File: config.mk
export PLATFORM = sky130hd
export DESIGN_NAME = siso_frame_rx_flat
export DESIGN_NICKNAME = d
export VERILOG_FILES = /design/src/rtl/siso_rx_pkg.sv /design/src/rtl/siso_frame_rx_if.sv /design/src/rtl/siso_rx_hold.sv /design/src/rtl/siso_frame_rx.sv /design/src/flat_wrapper.sv
export SDC_FILE = /design/constraint.sdc
export NUM_CORES = 1
export LEC_CHECK = 0
export CORE_UTILIZATION = 54
export DETAILED_ROUTE_END_ITERATION = 10
export DONT_BUFFER_PORTS = 1
export PLACE_DENSITY = 0.73
export SETUP_SLACK_MARGIN = 0.2
export SLEW_MARGIN = 20
export SYNTH_ARGS = -nofsm -noshare
export SYNTH_HDL_FRONTEND = slang
export SYNTH_SLANG_ARGS = --single-unit
File: constraint.sdc
create_clock -name clk -period 1.35 [get_ports clk]
set_clock_uncertainty 0.1 [all_clocks]
set_input_delay 0.3375 -clock clk [delete_from_list [all_inputs] [get_ports clk]]
set_output_delay 0.3375 -clock clk [all_outputs]
set_load 0.03 [all_outputs]
File: src/rtl/siso_rx_pkg.sv
// Shared types and line levels for the serial frame receiver.
package siso_rx_pkg;

  typedef enum logic [1:0] {
    IDLE = 2'd0,
    DATA = 2'd1,
    PAR  = 2'd2,
    STOP = 2'd3
  } rx_state_t;

  localparam logic IDLE_LEVEL  = 1'b1;
  localparam logic START_LEVEL = 1'b0;

  // Even parity over up to 32 data bits; zero padding does not change the result.
  function automatic logic even_parity(input logic [31:0] d);
    return ^d;
  endfunction

endpackage

File: src/rtl/siso_frame_rx_if.sv
// Serial-in / parallel-out bus of the frame receiver.
interface siso_frame_rx_if #(
  parameter int unsigned W = 8
);
  logic         si;
  logic         bit_en;
  logic [W-1:0] dout;
  logic         dout_valid;
  logic         dout_ready;
  logic         busy;
  logic         frame_err;
  logic         overrun;
  logic         parity_err;

  modport slave (
    input  si, bit_en, dout_ready,
    output dout, dout_valid, busy, frame_err, overrun, parity_err
  );

  modport master (
    output si, bit_en, dout_ready,
    input  dout, dout_valid, busy, frame_err, overrun, parity_err
  );
endinterface

File: src/rtl/siso_rx_hold.sv
// Output holding register: accepts completed words, handles the valid/ready
// handshake and flags words dropped while the register is still occupied.
module siso_rx_hold #(
  parameter int unsigned W = 8
) (
  input  logic         clk,
  input  logic         reset,
  input  logic         i_commit,
  input  logic [W-1:0] i_word,
  input  logic         i_dout_ready,
  output logic [W-1:0] o_dout,
  output logic         o_dout_valid,
  output logic         o_overrun
);

  logic [W-1:0] r_dout;
  logic         r_dout_valid;
  logic         r_overrun;
  logic         w_free;

  assign w_free = !r_dout_valid || i_dout_ready;

  // A commit on the accept edge wins: the new word replaces the consumed one.
  always_ff @(posedge clk) begin
    if (reset) begin
      r_dout       <= '0;
      r_dout_valid <= 1'b0;
      r_overrun    <= 1'b0;
    end else begin
      r_overrun <= 1'b0;
      if (i_commit && w_free) begin
        r_dout       <= i_word;
        r_dout_valid <= 1'b1;
      end else if (i_commit) begin
        r_overrun <= 1'b1;
      end else if (r_dout_valid && i_dout_ready) begin
        r_dout_valid <= 1'b0;
      end
    end
  end

  assign o_dout       = r_dout;
  assign o_dout_valid = r_dout_valid;
  assign o_overrun    = r_overrun;

endmodule

File: src/rtl/siso_frame_rx.sv
// Serial frame receiver: start bit, W data bits MSB-first, optional even
// parity (SISO_RX_PARITY_EN), stop bit; words leave through siso_rx_hold.
module siso_frame_rx
  import siso_rx_pkg::*;
#(
  parameter int unsigned W = 8
) (
  input logic            clk,
  input logic            reset,
  siso_frame_rx_if.slave bus
);

  localparam int unsigned CNT_W = $clog2(W + 1);

  rx_state_t    r_state, w_state_nxt;
  logic [W-1:0] r_shreg, w_shreg_nxt;
  logic [CNT_W-1:0] r_cnt, w_cnt_nxt;
  logic         r_frame_err, w_frame_err_nxt;
  logic         r_busy;
  logic         w_commit;
  logic [W-1:0] w_dout;
  logic         w_dout_valid;
  logic         w_overrun;
`ifdef SISO_RX_PARITY_EN
  logic         r_par_bit, w_par_bit_nxt;
  logic         r_parity_err, w_parity_err_nxt;
`endif

  always_ff @(posedge clk) begin
    if (reset) begin
      r_state     <= IDLE;
      r_shreg     <= '0;
      r_cnt       <= '0;
      r_frame_err <= 1'b0;
      r_busy      <= 1'b0;
`ifdef SISO_RX_PARITY_EN
      r_par_bit    <= 1'b0;
      r_parity_err <= 1'b0;
`endif
    end else begin
      r_state     <= w_state_nxt;
      r_shreg     <= w_shreg_nxt;
      r_cnt       <= w_cnt_nxt;
      r_frame_err <= w_frame_err_nxt;
      r_busy      <= (w_state_nxt != IDLE);
`ifdef SISO_RX_PARITY_EN
      r_par_bit    <= w_par_bit_nxt;
      r_parity_err <= w_parity_err_nxt;
`endif
    end
  end

  // Next-state logic; everything holds unless bit_en strobes a sample.
  always_comb begin
    w_state_nxt     = r_state;
    w_shreg_nxt     = r_shreg;
    w_cnt_nxt       = r_cnt;
    w_frame_err_nxt = 1'b0;
    w_commit        = 1'b0;
`ifdef SISO_RX_PARITY_EN
    w_par_bit_nxt    = r_par_bit;
    w_parity_err_nxt = 1'b0;
`endif
    if (bus.bit_en) begin
      unique case (r_state)
        IDLE: begin
          if (bus.si == START_LEVEL) begin
            w_state_nxt = DATA;
            w_cnt_nxt   = '0;
          end
        end
        DATA: begin
          w_shreg_nxt = {r_shreg[W-2:0], bus.si};
          w_cnt_nxt   = r_cnt + CNT_W'(1);
          if (r_cnt == CNT_W'(W - 1)) begin
`ifdef SISO_RX_PARITY_EN
            w_state_nxt = PAR;
`else
            w_state_nxt = STOP;
`endif
          end
        end
`ifdef SISO_RX_PARITY_EN
        PAR: begin
          w_par_bit_nxt = bus.si;
          w_state_nxt   = STOP;
        end
`endif
        STOP: begin
          w_state_nxt = IDLE;
          if (bus.si == IDLE_LEVEL) w_commit = 1'b1;
          else                      w_frame_err_nxt = 1'b1;
`ifdef SISO_RX_PARITY_EN
          w_parity_err_nxt = (r_par_bit != even_parity(32'(r_shreg)));
`endif
        end
        default: w_state_nxt = IDLE;
      endcase
    end
  end

  siso_rx_hold #(.W(W)) u_hold (
    .clk          (clk),
    .reset        (reset),
    .i_commit     (w_commit),
    .i_word       (r_shreg),
    .i_dout_ready (bus.dout_ready),
    .o_dout       (w_dout),
    .o_dout_valid (w_dout_valid),
    .o_overrun    (w_overrun)
  );

  assign bus.dout       = w_dout;
  assign bus.dout_valid = w_dout_valid;
  assign bus.overrun    = w_overrun;
  assign bus.busy       = r_busy;
  assign bus.frame_err  = r_frame_err;
`ifdef SISO_RX_PARITY_EN
  assign bus.parity_err = r_parity_err;
`else
  assign bus.parity_err = 1'b0;
`endif

endmodule

File: src/flat_wrapper.sv
// flat-port wrapper written by rule: the top's interface ports become plain ports
module siso_frame_rx_flat import siso_rx_pkg::*;
#(
  parameter int unsigned W = 8
)
  (clk, reset, bus_si, bus_bit_en, bus_dout_ready, bus_dout, bus_dout_valid, bus_busy, bus_frame_err, bus_overrun, bus_parity_err);
  siso_frame_rx_if #(.W(W)) bus_i ();
  input logic clk;
  input logic reset;
  input wire logic [$bits(bus_i.si)-1:0] bus_si;
  input wire logic [$bits(bus_i.bit_en)-1:0] bus_bit_en;
  input wire logic [$bits(bus_i.dout_ready)-1:0] bus_dout_ready;
  output wire logic [$bits(bus_i.dout)-1:0] bus_dout;
  output wire logic [$bits(bus_i.dout_valid)-1:0] bus_dout_valid;
  output wire logic [$bits(bus_i.busy)-1:0] bus_busy;
  output wire logic [$bits(bus_i.frame_err)-1:0] bus_frame_err;
  output wire logic [$bits(bus_i.overrun)-1:0] bus_overrun;
  output wire logic [$bits(bus_i.parity_err)-1:0] bus_parity_err;
  assign bus_i.si = bus_si;
  assign bus_i.bit_en = bus_bit_en;
  assign bus_i.dout_ready = bus_dout_ready;
  assign bus_dout = bus_i.dout;
  assign bus_dout_valid = bus_i.dout_valid;
  assign bus_busy = bus_i.busy;
  assign bus_frame_err = bus_i.frame_err;
  assign bus_overrun = bus_i.overrun;
  assign bus_parity_err = bus_i.parity_err;
  siso_frame_rx #(.W(W)) u_core (.clk(clk), .reset(reset), .bus(bus_i));
endmodule
======== Word level (Yosys, flattened, before mapping) ========
Cells that the tools add are included.
storage, ports and cells
  flip-flop bits (word level) ............. 26
  bits of input ports ..................... 5
  output and inout port bits .............. 13
  logic and storage cells ................. 43
operators by class
  $add $sub $neg .......................... 1
  equal/unequal tests ..................... 5
  muxes and demuxes ....................... 14
  bitwise gates (word level) .............. 2
  reductions and logical operators ........ 13
operators with widths
  operator                                             number
  two-way mux 1 bit                                    8
  one-hot mux 4 bit (2 select lines)                   1
  two-way mux 2 bit                                    3
  nonzero test 2 bit                                   3
  adder 4 x 1 -> 4 bit, second input constant          1
  equality test 4 x 3 -> 1 bit, second input constant  1
  two-way mux 4 bit                                    1
  one-hot mux 2 bit (2 select lines)                   1
  AND reduction 2 bit                                  2
  AND reduction 3 bit                                  1
  OR reduction 3 bit                                   1
  equality test 2 x 1 -> 1 bit, second input constant  1
  equality test 2 bit, second input constant           1
  logical AND 1 bit                                    2
  logical NOT 2 bit                                    1
  != test 2 x 1 -> 1 bit, second input constant        1
  != test 2 bit, second input constant                 1
  NOT 1 bit                                            2
  OR reduction 2 bit                                   1
  logical NOT 1 bit                                    1
  logical OR 1 bit                                     1

======== Longest topological paths before layout ========
  depth in word-level cells ............... 6
  depth in mapped cells ................... 4
  mapped depth without buffers ............ 4

======== Modules after synthesis ========
A second synthesis with hierarchy kept.
second synthesis, totals
  cells, all modules ...................... 118
  area, all modules ....................... 1,094.8 µm²
modules (own cells, without submodules)
  module         times used  cells each  area an instance (µm²)  sequential area each (µm²)
  siso_frame_rx  1           77          658.1                   320.3
  siso_rx_hold   1           41          436.7                   200.2

======== Least setup slack after synthesis ========
No wires, ideal clock.
  path kind ............................... register -> register
  start ................................... reg u_core.r_cnt[0]
  end ..................................... reg u_core.r_cnt[2]
  library setup time ...................... 0.070 ns
  arrival ................................. 1.163 ns
  required time ........................... 1.180 ns
  setup slack ............................. 0.018 ns
  stages on the path, launching flop included .. 5
  buffers on the path ..................... 0
  clock period less this slack ............ 1.332 ns
  cells stage by stage .................... dfxtp_1 > ha_1 > inv_1 > or4_1 > a21oi_1
between the ends
  cells in the longest elaborated chain, start to end .. 2
ends and longest elaborated chain
  element                             RTL line             text
  start, declared                     siso_frame_rx.sv:17  logic [CNT_W-1:0] r_cnt, w_cnt_nxt;
  start signal, assigned              siso_frame_rx.sv:43  r_cnt <= w_cnt_nxt;
  adder 4 x 1 -> 4 bit                siso_frame_rx.sv:74  w_cnt_nxt = r_cnt + CNT_W'(1);
  one-hot mux 4 bit (2 select lines)  siso_frame_rx.sv:65  unique case (r_state)
No other way between the ends.
A chain may end at the register's enable or synchronous reset.

======== Worst setup path after layout ========
  start ................................... reg u_core.r_state[1]
  end ..................................... reg u_core.r_cnt[2]
between the ends
  cells in the longest elaborated chain, start to end .. 3
  elaborated cells on any way between the ends .. 6
  classes of those cells .................. eq/ne (2); mux (1); reduce/logical (3)
ends and longest elaborated chain
  element                                                               RTL line             text
  start, declared                                                       siso_frame_rx.sv:15  rx_state_t r_state, w_state_nxt;
  start signal, assigned                                                siso_frame_rx.sv:41  r_state <= w_state_nxt;
  equality test 2 x 1 -> 1 bit or logical NOT 2 bit (tied branches)     siso_frame_rx.sv:65
  nonzero test 2 bit (no source line) or != test 2 bit (tied branches)  -
  AND reduction 3 bit (no source line)                                  -
Parallel ways exist; a longest one is shown, timed or not.

==> flow_metrics.env <==
export IMPL_max_freq_mhz=757
export IMPL_yosys_cell_count_top_type="dfxtp_1"
export IMPL_routedWlPerCell_um=12.9
export IMPL_drtPass1Iterations=4
export IMPL_rows=15
export IMPL_cts_sinks=26
export IMPL_hold_path_class="in2reg"
export IMPL_die_area_um2=2180
export IMPL_ys_ff_latch=26
export IMPL_layout_drive_gt1_share_pct=31.9
export IMPL_cp_num_buf_inv=0
export IMPL_power_share_switching_pct=19.7
export IMPL_maxCapViolations=0
export IMPL_peakVddDrop_mv=0.791
export IMPL_dp_slack_ps=51.7
export IMPL_synth_commonest_cells="dfxtp_1 (26), nand2b_1 (17), mux2i_1 (16)"
export IMPL_clk_latency_ps=310
export IMPL_critPathCaptureType="flop"
export IMPL_crit_path_max_fanout=6
export IMPL_cts_max_path_buffers=2
export IMPL_min_period_over_period_pct=97.8
export IMPL_critPathKind="reg2reg"
export IMPL_netlist_area_um2=1080
export IMPL_syn_nets=115
export IMPL_synthTopCellsByArea="dfxtp_1 (48%), mux2i_1 (15%), nand2b_1 (9.8%)"
export IMPL_required_ps=1510
export IMPL_reg2reg_depth=3
export IMPL_wl_met2_um=900
export IMPL_cp_depth=3
export IMPL_gp_congestion=0.737
export IMPL_finalHoldViolCount=0
export IMPL_grt_ovfl_total=0
export IMPL_syn_inst=109
export IMPL_p_int_uw=1090
export IMPL_grt_pass1_vias=640
export IMPL_drv_slew=0
export IMPL_crit_path_cell_trace="nand2b_4 -> or4_4 -> a21oi_2"
export IMPL_cts_max_level=1
export IMPL_synth_seq_area_share_pct=48.2
export IMPL_synth_cell_types=30
export IMPL_combPwrFrac_pct=5.1
export IMPL_p_sw_uw=267
export IMPL_power_leakage_uw=0.000515
export IMPL_nets=123
export IMPL_vias=773
export IMPL_root_buffer="clkbuf_4"
export IMPL_antenna_found_initial=0
export IMPL_track_usage_pct=16.6
export IMPL_power_density_nw_per_um2=1030
export IMPL_clkPwrFrac_pct=38.5
export IMPL_setup_viol=0
export IMPL_hold_path_depth=2
export IMPL_grt_pass1_wl_mm=2.54
export IMPL_slowest_stage="or4_4"
export IMPL_grt_start_max_net_pins=22
export IMPL_die_x_um=46.7
export IMPL_setup_ws_ps=29.7
export IMPL_drt_wl_total_mm=1.82
export IMPL_ios=18
export IMPL_dp_hpwl_mm=1.14
export IMPL_crit_family="simple AND/OR/NAND/NOR gates"
export IMPL_wl_met3_um=57
export IMPL_cpPeakStageDelay_ps=510
export IMPL_startpoint_type="flop"
export IMPL_clk_pin_slew_ps=130
export IMPL_async_flop_share_pct=0
export IMPL_tritoncts="done"
export IMPL_top_layer="met4"
export IMPL_die_y_um=46.7
export IMPL_initial_core_util_pct=59.9
export IMPL_place_area_um2=1130
export IMPL_yosysTopAreaCell="dfxtp_1"
export IMPL_postLayoutCellArea_um2=1320
export IMPL_portBuffers=0
export IMPL_syn_avg_cell_area_um2=9.91
export IMPL_cts_buffers=3
export IMPL_synthFlopType="dfxtp_1"
export IMPL_outcome="finished clean"
export IMPL_seq_power_share_pct=56.4
export IMPL_wl_met1_um=837
export IMPL_synth_edff_count=0
export IMPL_antenna_cells=0
export IMPL_drtAntennaViolNets=0
export IMPL_cp_arrival_ps=1480
export IMPL_drtIter0Drc=11
export IMPL_core_um2=1800
export IMPL_final_min_clock_period_ps=1320
export IMPL_synth_top_area_share_pct=48.2
export IMPL_area_growth_pct=21.9
export IMPL_drc=0
export IMPL_rsz0062_at_grt="yes"
export IMPL_yosys_warnings=0
export IMPL_viasPerCell=5.48
==> cell usage in the layout (no fill, tap or decap), types with 2 or more instances in the layout <==
| cell type | synthesis | layout |
|---|---|---|
| o31ai_1 | 2 | 2 |
| mux2i_1 | 16 | 16 |
| buf_4 | 1 | 3 |
| or2b_1 | 2 | 2 |
| nor2_1 | 12 | 12 |
| buf_6 | 1 | 3 |
| dfxtp_4 | 0 | 14 |
| dfxtp_1 | 26 | 9 |
| a21oi_1 | 5 | 3 |
| dfxtp_2 | 0 | 3 |
| a21oi_2 | 0 | 2 |
| clkbuf_4 | 0 | 3 |
| or4_4 | 0 | 2 |
| nor2b_1 | 4 | 3 |
| nand2b_1 | 17 | 17 |
==> worst reg2reg max path: stages (launching register included) <==
cell,delay (ps)
dfxtp_4,380
nand2b_4,160
or4_4,510
a21oi_2,120
==> cell type report <==
class / instances / area (um^2)
Clock inverter: 1 / 30.0
Tap cell: 25 / 31.3
Clock buffer: 3 / 22.5
Fill cell: 130 / 485
Timing Repair Buffer: 9 / 91.3
Sequential cell: 26 / 577
Multi-Input combinational cell: 76 / 561
Inverter: 1 / 3.75
==> cells by family (layout without fill, tap and decap cells) <==
logic type	Yosys count	after routing	synth area share, %
buffers and inverters	7	14	3.59
adder cells (fa/ha/maj)	1	1	1.16
other	1	1	0.347
multiplexers	16	16	14.8
AO/OA/AOI/OAI	12	12	6.95
flip-flops	26	26	48.2
AND/OR/NAND/NOR	46	46	24.9
==> state kept, by name, summed over array words and instances (netlist names) <==
| register | count |
|---|---|
| u_core.bus.frame_err | 1 |
| u_core.u_hold.o_dout | 8 |
| u_core.u_hold.o_dout_valid | 1 |
| u_core.r_shreg | 8 |
| u_core.r_cnt | 4 |
| u_core.r_state | 2 |
| u_core.u_hold.o_overrun | 1 |
| u_core.bus.busy | 1 |
==> path summary, 6_finish.rpt <==
path	start	endpoint	slack (ps)
worst max-delay path	u_core.r_state[1]	u_core.r_cnt[2]	30
worst min-delay path	reset	u_core.r_state[0]	60
worst max register to register	u_core.r_state[1]	u_core.r_cnt[2]	30
worst min register to register	u_core.r_shreg[7]	u_core.u_hold.o_dout[7]	380
==> layer usage <==
metal / global-route usage (%) / vias up
li1: - / 389
met1: 19.9 / 366
met2: 28.3 / 14
met3: 3.92 / 4
met4: 6.86 / 0
met5: 0 / -
==> repair_timing <==
item | 4_1_cts | 5_1_grt
pin swaps | 0 | 1
resized for setup | 25 | 10
buffers inserted | 0 | 4
endpoints found under the hold margin | 14 | 0
hold buffers | 2 | 0
endpoints found under the setup margin | 31 | 35
==> power by group through the flow <==
stage | clock network (uW) | registers, uW | logic, uW
final | 521 | 763 | 69.0
after global routing | 561 | 765 | 74.8
after CTS | 538 | 767 | 63.7
after detailed placement | 0 | 805 | 51.8
after global placement | 0 | 804 | 51.2
after floorplan | 0 | 803 | 57.9
==> through the flow <==
step	hold WS (ps)	std cells	TNS (ps)	utilization, %	power (uW)
2_1_floorplan	332	109	0	-	861
3_3_place_gp	302	131	0	62.7	856
3_5_place_dp	304	131	0	62.7	857
4_1_cts	50.4	137	0	69.6	1370
5_1_grt	54.0	141	-4.41	73.1	1400
6_report	57.9	141	0	73.1	1350
No activity file was read; power rests on OpenSTA's default activity.
